===== config.mk =====
export PLATFORM = sky130hd
export DESIGN_NAME = alarm_scheduler
export DESIGN_NICKNAME = d
export VERILOG_FILES = /design/src/rtl/alarm_pkg.sv /design/src/rtl/time_add_wrap.sv /design/src/rtl/alarm_scheduler.sv
export SDC_FILE = /design/constraint.sdc
export NUM_CORES = 1
export LEC_CHECK = 0
export CAP_MARGIN = 0
export CORE_ASPECT_RATIO = 1.1
export CORE_UTILIZATION = 38
export DETAILED_ROUTE_END_ITERATION = 16
export SYNTH_ARGS = -nofsm -noshare
export SYNTH_HDL_FRONTEND = slang
export SYNTH_SLANG_ARGS = --single-unit

===== constraint.sdc =====
create_clock -name CLK -period 3.4 [get_ports CLK]
set_input_delay 0.68 -clock CLK [delete_from_list [all_inputs] [get_ports CLK]]
set_output_delay 0.68 -clock CLK [all_outputs]
set_load 0.01 [all_outputs]

===== src/rtl/alarm_pkg.sv =====
// Shared types and constants for the alarm scheduler and its time helper.
package alarm_pkg;

   localparam int unsigned TIME_W        = 7;
   localparam int unsigned HOURS_PER_DAY = 24;
   localparam int unsigned MIN_PER_HOUR  = 60;
   localparam int unsigned SNOOZE_LIMIT  = 3;

   typedef enum logic [1:0] {
      IDLE = 2'd0,
      SCAN = 2'd1,
      RING = 2'd2
   } state_t;

   typedef struct packed {
      logic [TIME_W-1:0] h;
      logic [TIME_W-1:0] m;
   } hm_t;

endpackage


===== src/rtl/time_add_wrap.sv =====
// Combinational h:m + K minutes with minute->hour and hour->day wrap (K < 60).
module time_add_wrap
   import alarm_pkg::*;
#(
   parameter int unsigned K = 5
) (
   input  logic [TIME_W-1:0] h,
   input  logic [TIME_W-1:0] m,
   output logic [TIME_W-1:0] h_sum,
   output logic [TIME_W-1:0] m_sum
);
   localparam int unsigned SUM_W = TIME_W + 1;

   logic [SUM_W-1:0] m_tot;
   logic [SUM_W-1:0] h_inc;

   always_comb begin
      m_tot = SUM_W'(m) + SUM_W'(K);
      h_inc = SUM_W'(h) + SUM_W'(1);
      m_sum = m_tot[TIME_W-1:0];
      h_sum = h;
      if (m_tot >= SUM_W'(MIN_PER_HOUR)) begin
         m_sum = TIME_W'(m_tot - SUM_W'(MIN_PER_HOUR));
         h_sum = (h_inc >= SUM_W'(HOURS_PER_DAY)) ? '0 : h_inc[TIME_W-1:0];
      end
   end

endmodule


===== src/rtl/alarm_scheduler.sv =====
// Multi-slot alarm scheduler: one shared comparator scans snooze + slots per minute change.
// Optional ALARM_SNOOZE_LIMIT_EN caps each ring chain at SNOOZE_LIMIT snoozes.
module alarm_scheduler
   import alarm_pkg::*;
#(
   parameter int unsigned NUM_SLOTS      = 4,
   parameter int unsigned SNOOZE_MIN     = 5,
   parameter int unsigned RING_TIMEOUT_S = 60
) (
   input  logic                         CLK,
   input  logic                         reset,
   input  logic                         sec_tick,
   input  logic [TIME_W-1:0]            h,
   input  logic [TIME_W-1:0]            m,
   input  logic                         wr_en,
   input  logic [$clog2(NUM_SLOTS)-1:0] wr_slot,
   input  logic [TIME_W-1:0]            wr_h,
   input  logic [TIME_W-1:0]            wr_m,
   input  logic                         wr_on,
   input  logic                         alarm_on,
   input  logic                         dismiss,
   input  logic                         snooze,
   output logic                         ring,
   output logic [$clog2(NUM_SLOTS)-1:0] ring_slot,
   output logic                         busy
);
   localparam int unsigned SLOT_W = $clog2(NUM_SLOTS);
   localparam int unsigned IDX_W  = $clog2(NUM_SLOTS + 1);
   localparam int unsigned TMO_W  = 8;

   state_t               state, state_nxt;
   logic                 ring_nxt, busy_nxt;
   logic [TIME_W-1:0]    slot_h [NUM_SLOTS];
   logic [TIME_W-1:0]    slot_m [NUM_SLOTS];
   logic [NUM_SLOTS-1:0] slot_on;
   hm_t                  snz_tgt;
   logic                 snz_valid;
   logic [SLOT_W-1:0]    snz_slot;
   logic [TIME_W-1:0]    tgt_h, tgt_m;
   logic [TIME_W-1:0]    m_prev;
   logic [IDX_W-1:0]     idx;
   logic [TMO_W-1:0]     tmo_cnt;
   logic                 min_chg, step_hit, step_is_snz, tmo_hit, snz_limit, snz_take;
   logic [SLOT_W-1:0]    step_slot;

   time_add_wrap #(.K(SNOOZE_MIN)) u_snooze_add (
      .h     (h),
      .m     (m),
      .h_sum (tgt_h),
      .m_sum (tgt_m)
   );

   assign min_chg  = (m != m_prev);
   assign tmo_hit  = sec_tick && (tmo_cnt == TMO_W'(RING_TIMEOUT_S - 1));
   assign snz_take = snooze && !dismiss && !tmo_hit && !snz_limit;

   // Shared comparator: step 0 checks the snooze target, step k checks slot k-1.
   always_comb begin
      step_is_snz = (idx == '0);
      step_slot   = snz_slot;
      step_hit    = 1'b0;
      if (step_is_snz) begin
         step_hit = snz_valid && (snz_tgt.h == h) && (snz_tgt.m == m);
      end else begin
         step_slot = SLOT_W'(idx - IDX_W'(1));
         step_hit  = slot_on[step_slot] && (slot_h[step_slot] == h) && (slot_m[step_slot] == m);
      end
      step_hit = step_hit && alarm_on;
   end

`ifdef ALARM_SNOOZE_LIMIT_EN
   localparam int unsigned SCNT_W = $clog2(SNOOZE_LIMIT + 1);
   logic [SCNT_W-1:0] snz_cnt;

   assign snz_limit = (snz_cnt == SCNT_W'(SNOOZE_LIMIT));

   // Counts snoozes within one chain; a fresh slot ring starts a new chain.
   always_ff @(posedge CLK) begin
      if (reset) begin
         snz_cnt <= '0;
      end else if ((state == SCAN) && step_hit && !step_is_snz) begin
         snz_cnt <= '0;
      end else if (state == RING) begin
         if (dismiss || tmo_hit || (snooze && snz_limit)) snz_cnt <= '0;
         else if (snooze)                                 snz_cnt <= snz_cnt + SCNT_W'(1);
      end
   end
`else
   assign snz_limit = 1'b0;
`endif

   always_ff @(posedge CLK) begin
      if (reset) state <= IDLE;
      else       state <= state_nxt;
   end

   always_comb begin
      state_nxt = state;
      unique case (state)
         IDLE:    if (min_chg) state_nxt = SCAN;
         SCAN: begin
            if (step_hit)                             state_nxt = RING;
            else if (idx == IDX_W'(NUM_SLOTS))        state_nxt = IDLE;
         end
         RING:    if (dismiss || snooze || tmo_hit) state_nxt = IDLE;
         default: state_nxt = IDLE;
      endcase
   end

   always_comb begin
      ring_nxt = (state_nxt == RING);
      busy_nxt = (state_nxt == SCAN);
   end

   always_ff @(posedge CLK) begin
      if (reset) begin
         ring <= 1'b0;
         busy <= 1'b0;
      end else begin
         ring <= ring_nxt;
         busy <= busy_nxt;
      end
   end

   // Slot storage, scan index, snooze target and ring timeout.
   always_ff @(posedge CLK) begin
      if (reset) begin
         for (int i = 0; i < NUM_SLOTS; i++) begin
            slot_h[i] <= '0;
            slot_m[i] <= '0;
         end
         slot_on   <= '0;
         snz_valid <= 1'b0;
         snz_tgt   <= '0;
         snz_slot  <= '0;
         m_prev    <= m;
         idx       <= '0;
         tmo_cnt   <= '0;
         ring_slot <= '0;
      end else begin
         if (wr_en) begin
            slot_h[wr_slot]  <= wr_h;
            slot_m[wr_slot]  <= wr_m;
            slot_on[wr_slot] <= wr_on;
         end
         unique case (state)
            IDLE: begin
               if (min_chg) begin
                  m_prev <= m;
                  idx    <= '0;
               end
            end
            SCAN: begin
               if (step_hit) begin
                  ring_slot <= step_slot;
                  tmo_cnt   <= '0;
                  if (step_is_snz) snz_valid <= 1'b0;
               end else begin
                  idx <= idx + IDX_W'(1);
               end
            end
            RING: begin
               m_prev <= m;
               if (sec_tick) tmo_cnt <= tmo_cnt + TMO_W'(1);
               if (snz_take) begin
                  snz_valid <= 1'b1;
                  snz_tgt   <= '{h: tgt_h, m: tgt_m};
                  snz_slot  <= ring_slot;
               end else if (snooze && snz_limit && !dismiss && !tmo_hit) begin
                  snz_valid <= 1'b0;
               end
            end
            default: ;
         endcase
      end
   end

endmodule


==> flow_metrics.tcl <==
set metrics [dict create \
    dpl_worst_slack_ps -30.0 \
    hold_start "snz_slot[0]$_SDFFE_PP0P_" \
    ys_seq_area_share_pct 50.7 \
    p_leak_nw 2.29 \
    cts_tree "yes" \
    drive_above_1_share_pct 11.9 \
    ys.flop_type "edfxtp_1" \
    cp_max_fo 7 \
    grt-ovfl-total 0 \
    nets 604 \
    period_share_pct 90.8 \
    die_w_um 114 \
    initial_core_util_pct 39.3 \
    worstHoldEndpoint "snz_slot[0]$_SDFFE_PP0P_" \
    vias_per_cell 5.03 \
    grt_pass1_vias 3733 \
    layout-area-overhead-vs-synth_pct 19.4 \
    p_per_area_nw_per_um2 443 \
    syn_area_per_cell_um2 10.4 \
    grt_pass1_wl_um 19500 \
    crit_type "in -> reg" \
    coreArea_um2 13300 \
    path_clk_slew_ps 70 \
    wl_um 12200 \
    r2r_end "tmo_cnt[7]$_SDFFE_PP0P_" \
    drc 0 \
    ys_ff_latch 101 \
    worst_slack_ps 314 \
    synth_edf_count 63 \
    die-area_um2 14200 \
    yosys-top-cells-area "edfxtp_1, dfxtp_1, nor2_1, xnor2_1, mux2i_1" \
    final_common_cell "nor2_1" \
    power_frac_comb_pct 14.8 \
    grt.met2_usage_pct 31.6 \
    crit_path_end_kind "flip-flop" \
    clock-sinks 101 \
    synth_nets 548 \
    yosys_warnings 0 \
    synth_top_area_share_pct 36.1 \
    arrival_ps 3360 \
    final_cell_mix "nor2_1, edfxtp_1, clkdlybuf4s50_1" \
    max-cap-violations 0 \
    status "finished clean" \
    slew_headroom_pct 46.3 \
    reg2reg_slack_ps 400 \
    grt_usage_pct 18.0 \
    ir_drop_uv 334 \
    clock_skew_ps 7.72 \
    tightest_slew_ps 805 \
    diodes 0 \
    yosysTopAreaCell "edfxtp_1" \
    wl_per_cell_um 16.3 \
    clockPowerShare_pct 35.1 \
    insertion_delay_ps 350 \
    ant_nets 0 \
    hp-class "reg -> reg" \
    r2r_start "idx[0]$_SDFFE_PP0P_" \
    drt_first_pass_iters 4 \
    setup_violations 0 \
    internal-power_w 0.00205 \
    critPathLaunchType "input pin" \
    grt_util_met1_pct 22.0 \
    pin_count 42 \
    ys_types 63 \
    synth_area_um2 5230 \
    gp_congestion 0.840 \
    hold_viol 0 \
    whs_path_depth 2 \
    cts_resized 0 \
    dr_total_vias 3764 \
    grt-busiest-layer "met2" \
    finish.utilization_pct 46.9 \
    antenna_found_initial 0 \
    htreeDepth 3 \
    total_power_w 0.00276 \
    cts_root_buf "clkbuf_16" \
    rsz0062_at_grt "false" \
    drt_iter0_drc 181 \
    power_switching_w 0.000712 \
    worstRegToRegCells 11 \
    rows 44 \
    clock_path_buffers 2 \
    seqPwrFrac_pct 50.0 \
    critPathRequiredTime_ps 3680 \
    cts_buffers 9 \
    max_freq_mhz 324 \
    ys_async_sr_fraction_pct 0 \
    post_cts_buffers 0 \
    swShare_pct 25.7 \
    slew_violations 0 \
    syn-instance-count 503 \
    period_needed_ps 3090 \
    hpwl_um 8570 \
    chipHeight_um 125 \
    use_met3_pct 4.36 \
    io_buffer_count 41 \
    ctsHoldBuffers 0 \
    grt_max_degree 37 \
]
power by group through the flow:
stage | combinational [W] | clock, W | sequential [W]
after floorplan | 0.000264 | 0 | 0.00141
after global placement | 0.000408 | 0 | 0.00141
after detailed placement | 0.000412 | 0 | 0.00141
after CTS | 0.000415 | 0.00100 | 0.00138
after global routing | 0.000446 | 0.00104 | 0.00139
final | 0.000410 | 0.000971 | 0.00138
synth_stat cells, types with 6 or more instances:
cell type / n
nor2_1: 77
edfxtp_1: 63
nand2_1: 40
dfxtp_1: 38
xnor2_1: 33
a21oi_1: 24
mux2i_1: 24
inv_1: 19
clkbuf_1: 15
nand3_1: 15
o21ai_0: 14
xor2_1: 13
nor3_1: 12
nand2b_1: 8
ha_1: 7
a211oi_1: 6
o211ai_1: 6
through the flow:
step / std cells / instance area [um^2] / hold WS (ps) / setup TNS (ps)
global placement: 732 / 5970 / 445 / 0
detailed placement: 732 / 5970 / 460 / -61.1
floorplan: 503 / 5230 / 437 / 0
global route: 748 / 6250 / 483 / 0
CTS: 748 / 6250 / 468 / 0
finish: 748 / 6250 / 468 / 0
worst max path at each step:
stage                   startpoint                      end  slack (ps)  cells past startpoint
4_1_cts                       m[0]  tmo_cnt[7]$_SDFFE_PP0P_         330                      9
3_3_place_gp                  m[1]  tmo_cnt[5]$_SDFFE_PP0P_         100                      9
5_1_grt        idx[0]$_SDFFE_PP0P_  tmo_cnt[7]$_SDFFE_PP0P_         130                     11
3_5_place_dp                  m[1]  tmo_cnt[7]$_SDFFE_PP0P_         -30                      9
2_1_floorplan  idx[0]$_SDFFE_PP0P_  tmo_cnt[5]$_SDFFE_PP0P_         380                     12
6_report                      m[1]  tmo_cnt[7]$_SDFFE_PP0P_         310                      9
registers in the layout, indices dropped and copies added (netlist names):
name       cells
busy           1
idx            3
m_prev         7
ring           1
ring_slot      2
slot_h        28
slot_m        28
slot_on        4
snz_slot       2
snz_tgt       14
snz_valid      1
state          2
tmo_cnt        8
kinds of logic (layout without fill, tap and decap cells):
logic type / after synthesis / after routing / synth area share [%]
flops: 101 / 101 / 50.7
fa+ha+maj: 7 / 7 / 1.67
simple gates: 196 / 196 / 18.2
xor+xnor: 47 / 47 / 8.01
mux: 31 / 31 / 7.82
compound gates: 73 / 73 / 9.25
buf+inv: 48 / 109 / 4.37
per-layer routing:
metal / vias up / part of all wire (%)
met1: 1804 / 44
met3: 13 / 3.7
li1: 1887 / -
met5: - / 0
met4: 0 / 1.2
met2: 60 / 51
critical path, stage by stage:
cell	delay, ps
clkdlybuf4s50_1	510
xor2_1	200
or4_4	550
nor4_2	370
and3_2	260
or2b_4	130
nor2_4	50
or4_1	460
a21oi_1	160
final cells by class:
class | count | area (um^2)
Multi-Input combinational cell | 354 | 2350
Fill cell | 1288 | 7080
Tap cell | 184 | 230
Timing Repair Buffer | 73 | 663
Clock inverter | 7 | 48.8
Clock buffer | 9 | 225
Sequential cell | 101 | 2650
Inverter | 20 | 75.1
Power figures use the tool's default switching activity.
